==> config.mk <==
export PLATFORM = sky130hd
export DESIGN_NAME = shift_multiply
export DESIGN_NICKNAME = d
export VERILOG_FILES = /design/src/rtl/shift_multiply.sv
export SDC_FILE = /design/constraint.sdc
export NUM_CORES = 1
export LEC_CHECK = 0
export CAP_MARGIN = 25
export CELL_PAD_IN_SITES_DETAIL_PLACEMENT = 0
export CELL_PAD_IN_SITES_GLOBAL_PLACEMENT = 1
export CORE_ASPECT_RATIO = 0.7
export CORE_UTILIZATION = 45
export CTS_BUF_LIST = sky130_fd_sc_hd__clkbuf_16
export DETAILED_ROUTE_END_ITERATION = 16
export PLACE_DENSITY_LB_ADDON = 0.1
export SYNTH_ARGS = -nofsm -noshare
export SYNTH_HDL_FRONTEND = slang
export SYNTH_SLANG_ARGS = --single-unit
==> constraint.sdc <==
create_clock -name clk -period 5 [get_ports clk]
set_input_delay 1 -clock clk [delete_from_list [all_inputs] [get_ports clk]]
set_output_delay 1 -clock clk [all_outputs]
set_load 0.01 [all_outputs]
==> src/rtl/shift_multiply.sv <==
`default_nettype none
// ============================================================================
// Module      : shift_multiply
// Description : Sequential sign-magnitude shift-and-add multiplier.
//               Handles one multiplier bit per clock, LSB first. A zero
//               operand magnitude skips the shift phase. Results are
//               registered on entry to FIN and held until the next LOAD.
// Ports       : clk      - clock, rising edge
//               RST      - synchronous active-high reset
//               INn1     - multiplicand, sign-magnitude, WIDTH bits
//               INn2     - multiplier, sign-magnitude, WIDTH bits
//               start    - level request, must drop to leave FIN
//               out      - truncated product, sign-magnitude, WIDTH bits
//               outWide  - full product, sign at MSB, 2*WIDTH-1 bits
//               overflow - full magnitude does not fit in WIDTH-1 bits
//               busy     - high in LOAD and SHIFT
//               finish   - result valid, high only in FIN
// Revision    : 1.0 - initial release
// ============================================================================
module shift_multiply #(
    parameter int WIDTH = 16
) (
    input  logic                 clk,
    input  logic                 RST,
    input  logic [WIDTH-1:0]     INn1,
    input  logic [WIDTH-1:0]     INn2,
    input  logic                 start,
    output logic [WIDTH-1:0]     out,
    output logic [2*WIDTH-2:0]   outWide,
    output logic                 overflow,
    output logic                 busy,
    output logic                 finish
);

    localparam int MW = WIDTH - 1;        // magnitude width
    localparam int PW = 2 * MW;           // full product magnitude width
    localparam int CW = $clog2(WIDTH);    // counter holds 0..WIDTH-2

    localparam logic [CW-1:0] C_LAST = CW'(WIDTH - 2);

    typedef enum logic [1:0] {
        S_IDLE  = 2'd0,
        S_LOAD  = 2'd1,
        S_SHIFT = 2'd2,
        S_FIN   = 2'd3
    } state_t;

    state_t          state_q, state_d;
    logic [PW-1:0]   mcand_q, mcand_d;
    logic [MW-1:0]   mplier_q, mplier_d;
    logic [PW-1:0]   acc_q, acc_d;
    logic [CW-1:0]   cnt_q, cnt_d;
    logic            sign_q, sign_d;
    logic            load_res;

    logic [WIDTH-1:0]   out_d;
    logic [2*WIDTH-2:0] wide_d;
    logic               ovf_d;
    logic [MW-1:0]      w_trunc;

    always_comb begin
        state_d  = state_q;
        mcand_d  = mcand_q;
        mplier_d = mplier_q;
        acc_d    = acc_q;
        cnt_d    = cnt_q;
        sign_d   = sign_q;
        load_res = 1'b0;
        case (state_q)
            S_IDLE: begin
                if (start) state_d = S_LOAD;
            end
            S_LOAD: begin
                mcand_d  = {{MW{1'b0}}, INn1[MW-1:0]};
                mplier_d = INn2[MW-1:0];
                sign_d   = INn1[WIDTH-1] ^ INn2[WIDTH-1];
                acc_d    = '0;
                cnt_d    = '0;
                // A zero magnitude (including -0) gives a zero product, so
                // the cleared accumulator is already the final result.
                if ((INn1[MW-1:0] == '0) || (INn2[MW-1:0] == '0)) begin
                    state_d  = S_FIN;
                    load_res = 1'b1;
                end else begin
                    state_d  = S_SHIFT;
                end
            end
            S_SHIFT: begin
                if (mplier_q[0]) acc_d = acc_q + mcand_q;
                mcand_d  = mcand_q << 1;
                mplier_d = mplier_q >> 1;
                cnt_d    = cnt_q + CW'(1);
                // Always runs the full WIDTH-1 bits; the final sum is
                // captured into the result registers on the same edge.
                if (cnt_q == C_LAST) begin
                    state_d  = S_FIN;
                    load_res = 1'b1;
                end
            end
            S_FIN: begin
                if (!start) state_d = S_IDLE;
            end
            default: state_d = S_IDLE;
        endcase
    end

    // Result formatting from the accumulator value about to be stored;
    // the sign is suppressed whenever its magnitude is zero.
    always_comb begin
        w_trunc = acc_d[MW-1:0];
        out_d   = {sign_d & (|w_trunc), w_trunc};
        wide_d  = {sign_d & (|acc_d), acc_d};
        ovf_d   = |acc_d[PW-1:MW];
    end

    always_ff @(posedge clk) begin
        if (RST) begin
            state_q  <= S_IDLE;
            mcand_q  <= '0;
            mplier_q <= '0;
            acc_q    <= '0;
            cnt_q    <= '0;
            sign_q   <= 1'b0;
            out      <= '0;
            outWide  <= '0;
            overflow <= 1'b0;
        end else begin
            state_q  <= state_d;
            mcand_q  <= mcand_d;
            mplier_q <= mplier_d;
            acc_q    <= acc_d;
            cnt_q    <= cnt_d;
            sign_q   <= sign_d;
            if (load_res) begin
                out      <= out_d;
                outWide  <= wide_d;
                overflow <= ovf_d;
            end
        end
    end

    assign busy   = (state_q == S_LOAD) || (state_q == S_SHIFT);
    assign finish = (state_q == S_FIN);

endmodule
`default_nettype wire
==> impl_metrics.yaml, run 1 <==
logic_synthesis:
  syn_avg_cell_area_um2: 8.101
  yosysTopAreaCell: "dfxtp_1"
  synth_top_area_share_pct: 33.79
  syn-instance-count: 841
  synth-simple-area-share_pct: 19.58
  synth_commonest_cells: "nor2_1 (128), dfxtp_1 (115), a21oi_1 (84)"
  yosys.cell_types.count: 67
  synth_fa_ha_area_share_pct: 6.905
  syn_nets: 913
  async_flop_share_pct: 0
  synth_mux_area_share_pct: 7.089
  synth_compound_area_share_pct: 24.33
  synth_top_family_by_area: "compound AO/OA/AOI/OAI gates"
  ys_ff_latch: 115
  synth-edff-count: 0
  yosysMostFrequentCell: "nor2_1"
  yosys_warnings: 0
  ys_seq_area_share_pct: 33.79
  synth_area_um2: 6813
  ys.flop_type: "dfxtp_1"
  synth.area.top_cells: "dfxtp_1 (34%), nor2_1 (7.1%), mux2i_1 (6.8%)"
  synthXorXnorAreaFrac_pct: 2.828
die:
  die_area_um2: 15640
  std_cell_rows: 37
  core_um2: 14720
  die_h_um: 104.9
  start_util_pct: 46.28
  die_width_um: 149.1
  io_pins: 85
critical_path:
  crit_required_ps: 5290
  crit_path_end_kind: "register"
  cp.arrival_ps: 3950
  cp-start-kind: "register"
  cp_max_fo: 5
  worstSetupPathType: "reg -> reg"
route:
  drc: 0
  vias_per_cell: 5.823
  drt-initial-drc-count: 578
  num_vias: 6359
  drt_first_pass_iters: 6
  drt-total-wl_um: 20020
  post_drt_wl_per_cell_um: 18.34
  antenna_left: 0
place:
  hpwl_um: 15200
  place_congestion: 0.9025
  io_buffers: 84
  place_inst: 1060
  place_area_um2: 7647
timing:
  drv_slew: 0
  setup_viol: 0
  rsz0062_at_grt: "false"
  setup_tns_ps: 0
  whs_ps: 484.5
  post-route-min-period_ps: 3663
  slew_headroom_pct: 43.30
  hold_violations: 0
  period_share_pct: 73.26
  fmax_mhz: 273.0
  fin_skew_ps: 9.494
  tightest_slew_ps: 850.5
cells_and_area:
  regArea_um2: 2302
  multi_input_area_um2: 4146
  areaGrowthSynthToFinish_pct: 21.12
  final.fill_count: 1340
  layout-drive-gt1-share_pct: 6.689
  antennaDiodeCount: 0
  fin_cells: 1092
  layout.nets: 956
  postLayoutCellArea_um2: 8252
global_route:
  grt_max_degree: 82
  antenna_found_initial: 1
  overflow: 0
  grt_pass1_vias: 5709
  track_usage_pct: 26.64
  grt_pass1_wl_um: 31450
clock_network:
  h-tree-depth: 4
  clkTransAtPathRegs_ps: 60
  cts_buffer_depth: 2
  postCtsSetupRepairBufs: 0
  tritoncts: "done"
  numCtsBuffers: 17
  clk-insertion-delay-late_ps: 420
  cts.repair.resized: 0
  ctsRootBufferMaster: "clkbuf_16"
  cts.sinks: 115
  holdBufCountCts: 0
pwr:
  power_mw: 3.457
  leakagePower_nw: 2.972
  p_int_mw: 2.184
  comb_power_share_pct: 32.1
  p_sw_mw: 1.272
  power_switching_share_pct: 36.81
  p_per_area_nw_per_um2: 418.9
  clock_power_share_pct: 36.1
  peakVddDrop_mv: 0.3430
  pwr-share-seq_pct: 31.8
job:
  maxCapViolCount: 0
hold_path:
  hold_path_class: "reg -> reg"
outcome:
  status: "completed"
==> sequential cells by signal, summed over array words and instances (netlist names) <==
name	flops
overflow	1
mplier_q	15
cnt_q	4
acc_q	30
out	16
sign_q	1
mcand_q	30
outWide	16
state_q	2
==> metrics by stage <==
stage / util (%) / setup slack [ps]
6_report: 56.05 / 1337
5_1_grt: 56.05 / 1153
4_1_cts: 56.05 / 1369
3_5_place_dp: 51.95 / 1046
3_3_place_gp: 51.95 / 1108
2_1_floorplan: - / 1828
==> cells by family after synthesis <==
kind of cell | count (synthesis)
fa+ha+maj | 37
flops | 115
simple gates | 288
xor+xnor | 22
compound gates | 248
buf+inv | 83
mux | 48
==> routing by layer <==
layer	up-vias	share of wire (%)	global-route usage, %
met5	-	0	0
met1	2937	54	42.66
met2	259	37	33.46
met4	0	0.67	5.612
li1	3152	-	-
met3	11	8.4	7.991
==> worst max-delay path, cell delays in order (launching register included) <==
cell and delay, ps:
dfxtp_1 380, ha_1 280, fa_1 420, a21o_1 230
a221o_1 390, a41oi_4 280, nand3b_1 190, a31oi_1 270
xnor2_1 200, o41a_1 460, nor4_2 300, a221oi_1 120
==> cell type report <==
type | instances | share of cell area (%)
inverter | 15 | 0.6823
timing repair buffer | 92 | 10.89
sequential | 115 | 27.90
clock inverter | 15 | 2.168
clock buffer | 17 | 5.155
tap | 195 | 2.957
multi-input combinational | 643 | 50.25
==> cells in the final DEF (no fill, tap or decap), drive strengths merged, types with 6 or more instances in the layout <==
master         instances
nor2                 128
clkdlybuf4s50         83
dfxtp                115
and2                   6
xnor2                 12
xor2                  10
mux2i                 46
inv                   18
o21a                   6
o21ai                 33
a21o                  10
a21oi                 84
a221oi                 6
nor4                  11
ha                    36
or3                    7
nand2                 57
nand3                 28
o211ai                 6
a22oi                 26
a211oi                35
a31oi                  6
buf                    9
nor2b                  9
and3                   7
clkbuf                17
nand4                 12
nor3                   6
==> worst paths after layout <==
| path | from | end | slack, ps | cells after the start |
|---|---|---|---|---|
| max | mcand_q[0] | overflow | 1340 | 11 |
| max reg2reg | mcand_q[0] | overflow | 1340 | 11 |
| min | mplier_q[11] | mplier_q[11] | 480 | 2 |
| min reg2reg | mplier_q[11] | mplier_q[11] | 480 | 2 |
==> power groups by stage <==
| stage | Sequential (mW) | Combinational, mW | Clock (mW) |
|---|---|---|---|
| 2_1_floorplan | 1.09 | 0.832 | 0 |
| 3_3_place_gp | 1.11 | 1.07 | 0 |
| 3_5_place_dp | 1.11 | 1.09 | 0 |
| 4_1_cts | 1.10 | 1.10 | 1.27 |
| 5_1_grt | 1.11 | 1.23 | 1.31 |
| 6_report | 1.10 | 1.11 | 1.25 |
Power figures use the tool's default switching activity.
==> run 2: changes to the inputs <==
--- a/config.mk
+++ b/config.mk
@@ -9,7 +9,7 @@
 export CELL_PAD_IN_SITES_DETAIL_PLACEMENT = 0
 export CELL_PAD_IN_SITES_GLOBAL_PLACEMENT = 1
 export CORE_ASPECT_RATIO = 0.7
-export CORE_UTILIZATION = 45
+export CORE_UTILIZATION = 42
 export CTS_BUF_LIST = sky130_fd_sc_hd__clkbuf_16
 export DETAILED_ROUTE_END_ITERATION = 16
 export PLACE_DENSITY_LB_ADDON = 0.1
==> constraint.sdc (replaced) <==
create_clock -name clk -period 3.5 [get_ports clk]
set_input_delay 0.7 -clock clk [delete_from_list [all_inputs] [get_ports clk]]
set_output_delay 0.7 -clock clk [all_outputs]
set_load 0.01 [all_outputs]
==> impl_metrics.yaml, run 2 (synthesis results as in run 1) <==
timing:
  setup_viol: 0
  slew_headroom_pct: 42.86
  period_share_pct: 98.59
  hold_violations: 0
  rsz0062_at_grt: "false"
  drv_slew: 0
  setup_slack_ps: 49.48
  setup_tns_ps: 0
  fin_skew_ps: 10.95
  post-route-min-period_ps: 3451
  tightest_slew_ps: 857.1
  fmax_mhz: 289.8
pwr:
  power_mw: 4.887
  peakVddDrop_mv: 0.3346
  p_int_mw: 3.067
  pwr-share-seq_pct: 32.3
  power_switching_share_pct: 37.24
  leakagePower_nw: 3.089
  p_per_area_nw_per_um2: 577.0
  clock_power_share_pct: 34.7
  p_sw_mw: 1.820
  comb_power_share_pct: 33.0
place:
  place_area_um2: 7779
  hpwl_um: 15740
  io_buffers: 84
  dp_slack_ps: -115.9
  place_congestion: 0.9108
critical_path:
  worstSetupPathType: "reg -> reg"
  crit_required_ps: 3750
  reg2reg_to: "overflow"
  r2r_cells: 10
  crit_chain: "ha_1 > a21o_1 > a221o_1 > a221oi_4 > nor4_2 > or4_4 > a32oi_2 > nand4_1 > nor4_4 > a221oi_1"
  cp_max_fo: 7
  r2r-start: "acc_q[9]"
  r2r_setup_slack_ps: 50
  critical_path.top_delay_family: "compound AO/OA/AOI/OAI gates"
  slowest_delay_ps: 500
  worst-path-buf-inv: 0
  crit_path_end_kind: "register"
  cp-start-kind: "register"
  cp.arrival_ps: 3700
  cp_slowest_cell: "or4_4"
route:
  post_drt_wl_per_cell_um: 18.44
  drc: 0
  vias_per_cell: 5.746
  num_vias: 6413
  antenna_left: 0
  drt-total-wl_um: 20580
  drt_first_pass_iters: 5
  drt-initial-drc-count: 546
cells_and_area:
  antennaDiodeCount: 0
  layout-drive-gt1-share_pct: 10.15
  areaGrowthSynthToFinish_pct: 24.32
  final.fill_count: 1462
  final_common_cell: "nor2_1"
  layout_common_cells: "nor2_1 (128), dfxtp_1 (114), a21oi_1 (83), clkdlybuf4s50_1 (83), nand2_1 (57)"
  top_regs: "acc_q: 30 flops, mcand_q: 30 flops"
  postLayoutCellArea_um2: 8469
  layout.nets: 976
clock_network:
  clkTransAtPathRegs_ps: 60
  cts_buffer_depth: 2
  holdBufCountCts: 0
  cts.sinks: 115
  tritoncts: "done"
  ctsRootBufferMaster: "clkbuf_16"
  clk-insertion-delay-late_ps: 420
  numCtsBuffers: 17
  h-tree-depth: 4
outcome:
  status: "completed"
die:
  die_h_um: 108.6
  start_util_pct: 43.42
  std_cell_rows: 38
  io_pins: 85
  die_width_um: 154.2
  die_area_um2: 16740
  core_um2: 15690
job:
  maxCapViolCount: 0
hold_path:
  hp-start: "mplier_q[11]"
  holdPathStages: 2
  hold_path_class: "reg -> reg"
  hold_end: "mplier_q[11]"
global_route:
  overflow: 0
  grt_pass1_wl_um: 32910
  antenna_found_initial: 0
  grt_max_degree: 77
  grt_pass1_vias: 5768
  track_usage_pct: 25.88
-- run 2: how the worst max path moves through the flow --
stage                    start       end  slack [ps]  depth (start not counted)
global placement      INn2[13]  overflow         -90                         11
finish                acc_q[9]  overflow          50                         10
CTS                 mcand_q[0]  overflow          50                         11
floorplan           mcand_q[0]  overflow         330                         11
global route          acc_q[9]  overflow           6                         10
detailed placement    INn2[13]  overflow        -120                         11
-- run 2: power groups by stage --
stage | combinational, mW | clock (mW) | sequential (mW)
finish | 1.61 | 1.70 | 1.58
global route | 1.78 | 1.79 | 1.60
CTS | 1.59 | 1.72 | 1.58
detailed placement | 1.58 | 0 | 1.60
global placement | 1.54 | 0 | 1.59
floorplan | 1.19 | 0 | 1.55
-- run 2: final cells by class --
cell class / count / area, µm² / area share [%]
Multi-Input combinational cell: 643 / 4229 / 49.93
Inverter: 15 / 56.30 / 0.6648
Tap cell: 200 / 250.2 / 2.955
Timing Repair Buffer: 112 / 1065 / 12.57
Clock buffer: 17 / 425.4 / 5.023
Clock inverter: 14 / 140.1 / 1.655
Sequential cell: 115 / 2303 / 27.20
-- run 2: metrics by stage --
stage / hold slack [ps] / std cells / utilization, %
after floorplan: 446.3 / 841 / -
after global placement: 465.6 / 1080 / 49.58
after detailed placement: 479.0 / 1080 / 49.58
after CTS: 486.6 / 1115 / 53.60
after global routing: 507.5 / 1116 / 53.98
final: 484.3 / 1116 / 53.98
-- run 2: repair_timing --
item	CTS	global route
buffers inserted	4	1
pin swaps	7	5
setup endpoints to repair	2	3
resized for setup	7	11
-- run 2: worst min-delay path, cell delays in order (launching register included) --
cell	delay, ps
dfxtp_1	310
nor2_1	80
a211oi_1	50
-- run 2: per-layer routing --
layer  wire length, µm  track usage [%]  up-vias
li1                  -                -     3189
met3              1423            5.611        7
met5                 0                0        -
met2              7457            32.24      222
met1             11620            42.70     2995
met4                74            5.429        0
==> run 3: changes to the inputs <==
--- a/config.mk
+++ b/config.mk
@@ -8,7 +8,6 @@
 export CAP_MARGIN = 25
 export CELL_PAD_IN_SITES_DETAIL_PLACEMENT = 0
 export CELL_PAD_IN_SITES_GLOBAL_PLACEMENT = 1
-export CORE_ASPECT_RATIO = 0.7
 export CORE_UTILIZATION = 42
 export CTS_BUF_LIST = sky130_fd_sc_hd__clkbuf_16
 export DETAILED_ROUTE_END_ITERATION = 16
@@ -16,3 +15,4 @@
 export SYNTH_ARGS = -nofsm -noshare
 export SYNTH_HDL_FRONTEND = slang
 export SYNTH_SLANG_ARGS = --single-unit
+export TNS_END_PERCENT = 100
==> impl_metrics.yaml, run 3 (synthesis results as in run 1) <==
outcome:
  status: "completed"
clock_network:
  numCtsBuffers: 17
  ctsRootBufferMaster: "clkbuf_16"
  clkTransAtPathRegs_ps: 60
  cts.sinks: 115
  cts_buffer_depth: 2
  clk-insertion-delay-late_ps: 420
  holdBufCountCts: 0
  h-tree-depth: 4
  tritoncts: "done"
cells_and_area:
  layout_common_cells: "nor2_1 (128), dfxtp_1 (112), a21oi_1 (84), clkdlybuf4s50_1 (83), nand2_1 (57)"
  fin_util_pct: 54.10
  antennaDiodeCount: 0
  top_regs: "acc_q: 30 flops, mcand_q: 30 flops"
  final_common_cell: "nor2_1"
  areaGrowthSynthToFinish_pct: 26.13
  layout-drive-gt1-share_pct: 11.06
  fin_cells: 1147
  final.fill_count: 1519
  multi_input_area_um2: 4234
  regArea_um2: 2306
  layout.nets: 990
place:
  dp_slack_ps: -66.32
  place_inst: 1107
  io_buffers: 84
  place_congestion: 0.9242
  hpwl_um: 15960
global_route:
  overflow: 0
  grt_pass1_vias: 6036
  gr-usage-met2_pct: 42.76
  antenna_found_initial: 0
  grt_pass1_wl_um: 33350
  grt_use_met3_pct: 5.078
  track_usage_pct: 26.32
  grt_busiest_layer: "met2"
  grt_max_degree: 69
  gr-usage-met1_pct: 35.11
critical_path:
  cp.arrival_ps: 3730
  crit_required_ps: 3760
  crit_chain: "ha_4 > fa_2 > a21o_1 > a221o_1 > a221oi_4 > buf_6 > nor4_4 > or4_4 > a32oi_2 > nand4_1 > nor4_4 > a211oi_2"
  crit_path_end_kind: "register"
  slowest_delay_ps: 550
  cp-start-kind: "register"
  worstSetupPathType: "reg -> reg"
  cp_slowest_cell: "or4_4"
  cp_common_cell: "nor4_4"
  cp_max_fo: 3
route:
  vias_per_cell: 5.682
  drt_first_pass_iters: 5
  drt-total-wl_um: 21460
  drt-initial-drc-count: 487
  post_drt_wl_per_cell_um: 18.71
  num_vias: 6517
  antenna_left: 0
  drc: 0
die:
  die_width_um: 129.4
  io_pins: 85
  die_area_um2: 16730
  start_util_pct: 42.89
  die_h_um: 129.4
  core_um2: 15890
  std_cell_rows: 46
timing:
  setup_tns_ps: 0
  drv_slew: 0
  fin_skew_ps: 14.29
  fmax_mhz: 288.1
  setup_slack_ps: 28.45
  rsz0062_at_grt: "true"
  hold_violations: 0
  post-route-min-period_ps: 3472
  slew_headroom_pct: 47.32
  period_share_pct: 99.19
  setup_viol: 0
  tightest_slew_ps: 790.3
pwr:
  leakagePower_nw: 3.149
  power_mw: 4.856
  p_per_area_nw_per_um2: 565.1
  peakVddDrop_mv: 0.5951
hold_path:
  hold_path_class: "reg -> reg"
job:
  maxCapViolCount: 0
## run 3: changes by cell type in the layout (fill, tap and decap cells not counted), sizes merged
cell,before,now
buf,29,43
bufinv,2,1
clkinv,6,7
clkinvlp,3,5
inv,18,17
## run 3: timing repair
item	in CTS	in global routing
pin swaps	1	12
resized for setup	2	14
setup endpoints to repair	2	3
buffers inserted	1	7
## run 3: path summary, 6_finish.rpt
check	from	endpoint	slack (ps)	cells after the start
worst max register to register	acc_q[0]	outWide[30]	30	12
worst max-delay path	acc_q[0]	outWide[30]	30	12
worst min register to register	mcand_q[29]	mcand_q[29]	480	2
worst min-delay path	mcand_q[29]	mcand_q[29]	480	2
## run 3: critical path: cells and delay by family, from the launching register on
family	cells	cell delay, ps
buffers and inverters	1	160
adders and majority gates	2	530
AOI/OAI and AO/OA	5	1190
and+or+nand+nor	4	1090
DFF	1	330
## run 3: metal layers
metal / up-vias / wire (µm)
met1: 3104 / 10130
met3: 31 / 919
met4: 0 / 483
met2: 163 / 9930
met5: - / 0
li1: 3219 / -
## run 3: layout make-up
| cell class | instances | share of cell area, % |
|---|---|---|
| multi-input combinational | 643 | 49.27 |
| sequential | 115 | 26.83 |
| timing repair buffer | 126 | 13.76 |
| clock buffer | 17 | 4.950 |
| tap | 216 | 3.145 |
| clock inverter | 15 | 1.383 |
| inverter | 15 | 0.6552 |
## run 3: metrics by stage
| step | cell area [µm²] | hold WS (ps) |
|---|---|---|
| 2_1_floorplan | 6813 | 446.3 |
| 3_3_place_gp | 7903 | 459.1 |
| 3_5_place_dp | 7903 | 469.4 |
| 4_1_cts | 8462 | 480.2 |
| 5_1_grt | 8593 | 501.7 |
| 6_report | 8593 | 477.7 |
## run 3: where the power goes
group          internal [mW]  switching, mW
Combinational          0.593           1.05
Clock                  0.964          0.656
Sequential              1.46          0.141
